File: src/rtl/regfile_pkg.sv
// regfile_pkg: shared types and defaults for the multi-read-port register file.
// Optional feature macro used by regfile_mp: REGFILE_BYPASS_EN (write-first forwarding).
package regfile_pkg;

  // Sweep controller states: CLEAR zeroes the array, RUN serves the datapath.
  typedef enum logic {
    ST_CLEAR = 1'b0,
    ST_RUN   = 1'b1
  } state_e;

  localparam int DEF_DATA_W   = 32;
  localparam int DEF_ADDR_W   = 5;
  localparam int DEF_RD_PORTS = 2;
  localparam int DEF_ZERO_REG = 1;

  // Lowest bit of field idx inside a flat bus of width-bit fields.
  function automatic int slice_lo(input int idx, input int width);
    return idx * width;
  endfunction

endpackage

File: src/rtl/regfile_clear_fsm.sv
// regfile_clear_fsm: clear-sweep controller. Walks ptr across every entry
// after reset or on clear_req, gates user writes until the sweep is done and
// reports writes that were discarded.
module regfile_clear_fsm
  import regfile_pkg::*;
#(
  parameter int ADDR_W = DEF_ADDR_W
) (
  input  logic              clk_i,
  input  logic              rst_i,
  input  logic              clear_req_i,
  input  logic              we_i,
  input  logic              wr_zero_i,    // write targets the hard-wired zero entry
  output logic              ready_o,
  output logic              wr_drop_o,
  output logic              wr_commit_o,  // user write lands in the array this edge
  output logic              clr_we_o,     // sweep write strobe
  output logic [ADDR_W-1:0] clr_addr_o    // sweep write address
);

  localparam logic [ADDR_W-1:0] PTR_LAST = '1;

  state_e            state_q;
  logic [ADDR_W-1:0] ptr_q;
  logic [ADDR_W-1:0] ptr_d;
  logic              ready_q;
  logic              wr_drop_q;
  logic              wr_commit_d;

  // Incremented sweep pointer and the user-write commit decision.
  always_comb begin
    ptr_d       = ptr_q + 1'b1;
    wr_commit_d = we_i && ready_q && !wr_zero_i;
  end

  // State, pointer and registered outputs; ready_q mirrors (state == RUN).
  always_ff @(posedge clk_i or posedge rst_i) begin
    if (rst_i) begin
      state_q   <= ST_CLEAR;
      ptr_q     <= '0;
      ready_q   <= 1'b0;
      wr_drop_q <= 1'b0;
    end else begin
      wr_drop_q <= we_i && !wr_commit_d;
      case (state_q)
        ST_CLEAR: begin
          // clear_req is ignored here: the sweep already zeroes everything.
          if (ptr_q == PTR_LAST) begin
            state_q <= ST_RUN;
            ptr_q   <= '0;
            ready_q <= 1'b1;
          end else begin
            ptr_q <= ptr_d;
          end
        end
        ST_RUN: begin
          // A write in the same cycle still commits; the sweep overwrites it.
          if (clear_req_i) begin
            state_q <= ST_CLEAR;
            ptr_q   <= '0;
            ready_q <= 1'b0;
          end
        end
        default: begin
          state_q <= ST_CLEAR;
          ptr_q   <= '0;
          ready_q <= 1'b0;
        end
      endcase
    end
  end

  assign ready_o     = ready_q;
  assign wr_drop_o   = wr_drop_q;
  assign wr_commit_o = wr_commit_d;
  assign clr_we_o    = (state_q == ST_CLEAR);
  assign clr_addr_o  = ptr_q;

endmodule

File: src/rtl/regfile_mp.sv
// regfile_mp: general-purpose register bank with one clocked write port and
// RD_PORTS combinational read ports. Entry 0 optionally reads as zero.
// Optional feature: define REGFILE_BYPASS_EN for write-first forwarding from
// wdata_i to any read port addressing the entry being written this cycle.
module regfile_mp
  import regfile_pkg::*;
#(
  parameter int DATA_W   = DEF_DATA_W,
  parameter int ADDR_W   = DEF_ADDR_W,
  parameter int RD_PORTS = DEF_RD_PORTS,
  parameter int ZERO_REG = DEF_ZERO_REG
) (
  input  logic                       clk_i,
  input  logic                       rst_i,
  input  logic                       we_i,
  input  logic [ADDR_W-1:0]          waddr_i,
  input  logic [DATA_W-1:0]          wdata_i,
  input  logic [RD_PORTS*ADDR_W-1:0] raddr_i,
  output logic [RD_PORTS*DATA_W-1:0] rdata_o,
  input  logic                       clear_req_i,
  output logic                       ready_o,
  output logic                       wr_drop_o
);

  localparam int DEPTH = 2 ** ADDR_W;

  // Storage is deliberately unreset; the sweep establishes known contents.
  logic [DATA_W-1:0] mem_q [DEPTH];

  logic              wr_zero;
  logic              wr_commit;
  logic              clr_we;
  logic [ADDR_W-1:0] clr_addr;
  logic              ready;

  logic              mem_we_d;
  logic [ADDR_W-1:0] mem_addr_d;
  logic [DATA_W-1:0] mem_data_d;

  assign wr_zero = (ZERO_REG != 0) && (waddr_i == '0);

  regfile_clear_fsm #(
    .ADDR_W (ADDR_W)
  ) u_clear_fsm (
    .clk_i       (clk_i),
    .rst_i       (rst_i),
    .clear_req_i (clear_req_i),
    .we_i        (we_i),
    .wr_zero_i   (wr_zero),
    .ready_o     (ready),
    .wr_drop_o   (wr_drop_o),
    .wr_commit_o (wr_commit),
    .clr_we_o    (clr_we),
    .clr_addr_o  (clr_addr)
  );

  // Write port mux: sweep and user writes never coincide (commit needs ready).
  always_comb begin
    mem_we_d   = 1'b0;
    mem_addr_d = waddr_i;
    mem_data_d = wdata_i;
    if (clr_we) begin
      mem_we_d   = 1'b1;
      mem_addr_d = clr_addr;
      mem_data_d = '0;
    end else if (wr_commit) begin
      mem_we_d = 1'b1;
    end
  end

  // Array update.
  always_ff @(posedge clk_i) begin
    if (mem_we_d) begin
      mem_q[mem_addr_d] <= mem_data_d;
    end
  end

  for (genvar g = 0; g < RD_PORTS; g++) begin : g_rd
    localparam int ALO = slice_lo(g, ADDR_W);
    localparam int DLO = slice_lo(g, DATA_W);

    logic [ADDR_W-1:0] ra;
    logic [DATA_W-1:0] rd;

    assign ra = raddr_i[ALO +: ADDR_W];

    // Per-port read: array (or forwarded write data), then zero/ready masking.
    always_comb begin
      rd = mem_q[ra];
`ifdef REGFILE_BYPASS_EN
      if (wr_commit && (ra == waddr_i)) begin
        rd = wdata_i;
      end
`endif
      if (!ready || ((ZERO_REG != 0) && (ra == '0))) begin
        rd = '0;
      end
    end

    assign rdata_o[DLO +: DATA_W] = rd;
  end

  assign ready_o = ready;

endmodule

File: config.mk
export PLATFORM = sky130hd
export DESIGN_NAME = regfile_mp
export DESIGN_NICKNAME = d
export VERILOG_FILES = /design/src/rtl/regfile_pkg.sv /design/src/rtl/regfile_clear_fsm.sv /design/src/rtl/regfile_mp.sv
export SDC_FILE = /design/constraint.sdc
export NUM_CORES = 1
export LEC_CHECK = 0
export CORE_AREA = 2 2 287 289
export CTS_CLUSTER_DIAMETER = 100
export DETAILED_ROUTE_END_ITERATION = 6
export DIE_AREA = 0 0 289 291
export PLACE_DENSITY = 0.76
export SLEW_MARGIN = 25
export SYNTH_ARGS = -nofsm -noshare
export SYNTH_HDL_FRONTEND = slang
export SYNTH_HIERARCHICAL = 1
export SYNTH_SLANG_ARGS = --single-unit
export TNS_END_PERCENT = 100
File: constraint.sdc
create_clock -name clk_i -period 3.77 [get_ports clk_i]
set_clock_uncertainty 0.2 [all_clocks]
set_input_delay 0.5655 -clock clk_i [delete_from_list [all_inputs] [get_ports clk_i]]
set_output_delay 0.5655 -clock clk_i [all_outputs]
set_load 0.02 [all_outputs]
==> impl_metrics.tcl <==
set metrics [dict create \
    cts_tree "yes" \
    cts_buffers 104 \
    total_power_mw 32.7 \
    drc 1 \
    cts_num_sinks 1032 \
    startpoint_type "input port" \
    finalWeightedCongestion 0.938 \
    syn_nets 2629 \
    port_buffers 116 \
    min_from "we_i" \
    diodes 0 \
    yosys_warnings 6 \
    drtPass1Iterations 7 \
    antenna_found_initial 1 \
    clk_pin_slew_worst_paths_ps 60 \
    crit_family "buffers and inverters" \
    fin_util_pct 69.8 \
    slew_headroom_pct 22.5 \
    rsz0062_at_grt "yes" \
    reg2reg_slack_ps 490 \
    critPathCaptureType "output port" \
    min_period_ps 3750 \
    core_area_sq_mm 0.0812 \
    crit_buf_inv 4 \
    synthFlopType "edfxtp_1" \
    dp_slack_ps -63.6 \
    setup_viol 0 \
    rows 105 \
    rr_endpoint "mem_q[7][11]" \
    crit_type "in2out" \
    failed_checks "DRC" \
    cts_buffer_depth 3 \
    fin_ws_ps 17.8 \
    hold_path_end "u_clear_fsm/wr_drop_o" \
    synth.distinct_cells 51 \
    wl_per_cell_um 38.1 \
    root_buffer "clkbuf_16" \
    period_share_pct 99.5 \
    drive_above_1_share_pct 33.9 \
    hpwl_um 96200 \
    fin_cells 4014 \
    hold_class "in2reg" \
    syn_avg_cell_area_sq_um 18.8 \
    dieArea_sq_mm 0.0841 \
    grt_overflow_total 0 \
    synth_seq_cells 1032 \
    reg2regPathDepth 5 \
    cts_setup_buffers 0 \
    dp.cells 3819 \
    power.density_mw_per_mm2 577 \
    cpPeakStageDelay_ps 610 \
    timing.fmax_ghz 0.267 \
    via_per_inst 7.53 \
    synth_edf_count 1024 \
    yosys-top-cells-area "edfxtp_1, mux4_2, mux2i_1" \
    synth-async-reset-ratio_pct 0.775 \
    grt_max_degree 65 \
    crit_arrival_ps 2990 \
    ant_nets 0 \
    clock_latency_ps 670 \
    syn_area_sq_mm 0.0483 \
    ios 117 \
    peakVddDrop_v 0.000511 \
    seq_area_frac_synth_pct 64.1 \
    grt_pass1_wl_um 218000 \
    grtUsageTotal_pct 36.9 \
    syn2layout_area_growth_pct 17.3 \
    cp_slowest_cell "clkdlybuf4s50_1" \
    grt_pass1_vias 30594 \
    vias 30215 \
    drv_cap 0 \
    slew_violations 0 \
    drt_iter0_drc 4485 \
    hold_slack_ps 309 \
    layout.nets 2909 \
    syn-instance-count 2576 \
    cts_max_level 3 \
    netlist.area_leader.share_pct 63.7 \
    holdPathStages 2 \
    routed_wl_um 153000 \
    hold_viol 0 \
    p_leak_nw 19.4 \
    status "complete, but fails checks" \
    cp_data_required_time_ps 3000 \
    die_y_um 291 \
    worst_pin_slew_ps 1160 \
    synth_top_cell_by_area "edfxtp_1" \
    rr_startpoint "u_clear_fsm/state_q" \
    path_cells "buf_8, or3b_2, buf_12, o221ai_1, a221oi_2, a211oi_2, buf_4, clkdlybuf4s50_1" \
    die_x_um 289 \
    initial_core_util_pct 59.5 \
    critPathMaxFanout 22 \
]
-- where the power goes --
part | switching, mW | internal [mW]
logic | 4.44 | 2.49
registers | 0.606 | 14.7
clock network | 4.47 | 6.00
total | 9.52 | 23.1
-- registers in the layout, summed over array words and instances, names as in the netlist --
| name | count |
|---|---|
| u_clear_fsm/state_q | 1 |
| u_clear_fsm/wr_drop_o | 1 |
| u_clear_fsm/clr_addr_o | 5 |
| mem_q | 1024 |
| u_clear_fsm/ready_o | 1 |
-- cells by family after synthesis --
group                    count (synthesis)  share of synthesized area [%]
AND/OR/NAND/NOR                        245                           2.45
buffers and inverters                  215                           2.11
multiplexers                           789                           26.3
flip-flops                            1032                           64.1
AO/OA/AOI/OAI                          293                           4.98
adder cells (fa/ha/maj)                  2                         0.0518
-- cell usage after synthesis, types with 6 or more instances --
cell and number:
a211oi_1 25, mux2i_1 357, buf_1 7, mux2_2 51, buf_4 13, edfxtp_1 1024, a22oi_1 18, nand4_1 9
mux4_2 380, nor2_1 38, dfrtp_1 8, buf_6 6, a221oi_2 14, a211oi_2 7, inv_1 8, buf_2 93
nand2_1 84, o221ai_1 87, nor2b_1 38, a21oi_1 54, clkbuf_1 88, a221oi_1 18, nand3_1 52, a2bb2oi_1 32
o22a_1 23
-- metal layers --
| metal | global-route usage [%] | up-vias | share of wire (%) |
|---|---|---|---|
| li1 | - | 11579 | - |
| met1 | 50.7 | 15617 | 35 |
| met2 | 55.6 | 2554 | 46 |
| met3 | 10.4 | 463 | 15 |
| met4 | 16.6 | 2 | 5.0 |
| met5 | 0 | - | 0.0078 |
-- layout by cell type (no fill, tap or decap), types with 6 or more instances in the layout --
cell type / instances
edfxtp_1: 1024
mux4_2: 380
mux2i_1: 357
buf_4: 218
clkbuf_16: 106
o221ai_1: 87
nand2_1: 84
clkdlybuf4s50_1: 74
buf_12: 68
a21oi_1: 53
nand3_1: 51
mux2_2: 51
nor2_4: 33
a2bb2oi_1: 32
nor2b_4: 24
clkinv_2: 24
o22a_1: 23
a211oi_1: 21
a221oi_1: 18
a22oi_1: 18
clkbuf_1: 18
clkinv_1: 16
a221oi_2: 14
bufinv_16: 12
a211oi_2: 10
nand4_1: 9
nor2b_2: 8
dfrtp_1: 8
clkinvlp_4: 7
nor2b_1: 6
inv_1: 6
buf_8: 6
-- cell type report --
class	instances	area, sq um
Sequential cell	1032	30900
Fill cell	5027	24500
Timing Repair Buffer	381	4020
Clock inverter	70	738
Clock buffer	124	2720
Multi-Input combinational cell	1329	16900
Inverter	8	30.0
Tap cell	1070	1340
-- repair_timing --
action / 4_1_cts / 5_1_grt
hold buffers: 1 / 0
setup endpoints to repair: 4 / 16
hold endpoints to repair: 8 / 0
resized for setup: 4 / 13
-- stage by stage --
| stage | instance area (sq um) | TNS, ps |
|---|---|---|
| finish | 56700 | 0 |
| global route | 56700 | -122 |
| CTS | 56500 | 0 |
| detailed placement | 53000 | -63.6 |
| global placement | 53000 | -7.49 |
| floorplan | 48300 | 0 |
-- worst max-delay path by stage --
stage,to,slack [ps],startpoint,depth (start not counted)
2_1_floorplan,mem_q[13][0],420,waddr_i[1],7
3_3_place_gp,rdata_o[31],-7,raddr_i[1],8
3_5_place_dp,rdata_o[31],-60,raddr_i[1],8
4_1_cts,rdata_o[31],20,raddr_i[1],8
5_1_grt,rdata_o[3],-40,raddr_i[1],9
6_report,rdata_o[31],20,raddr_i[1],8
No activity file was read; power rests on OpenSTA's default activity.
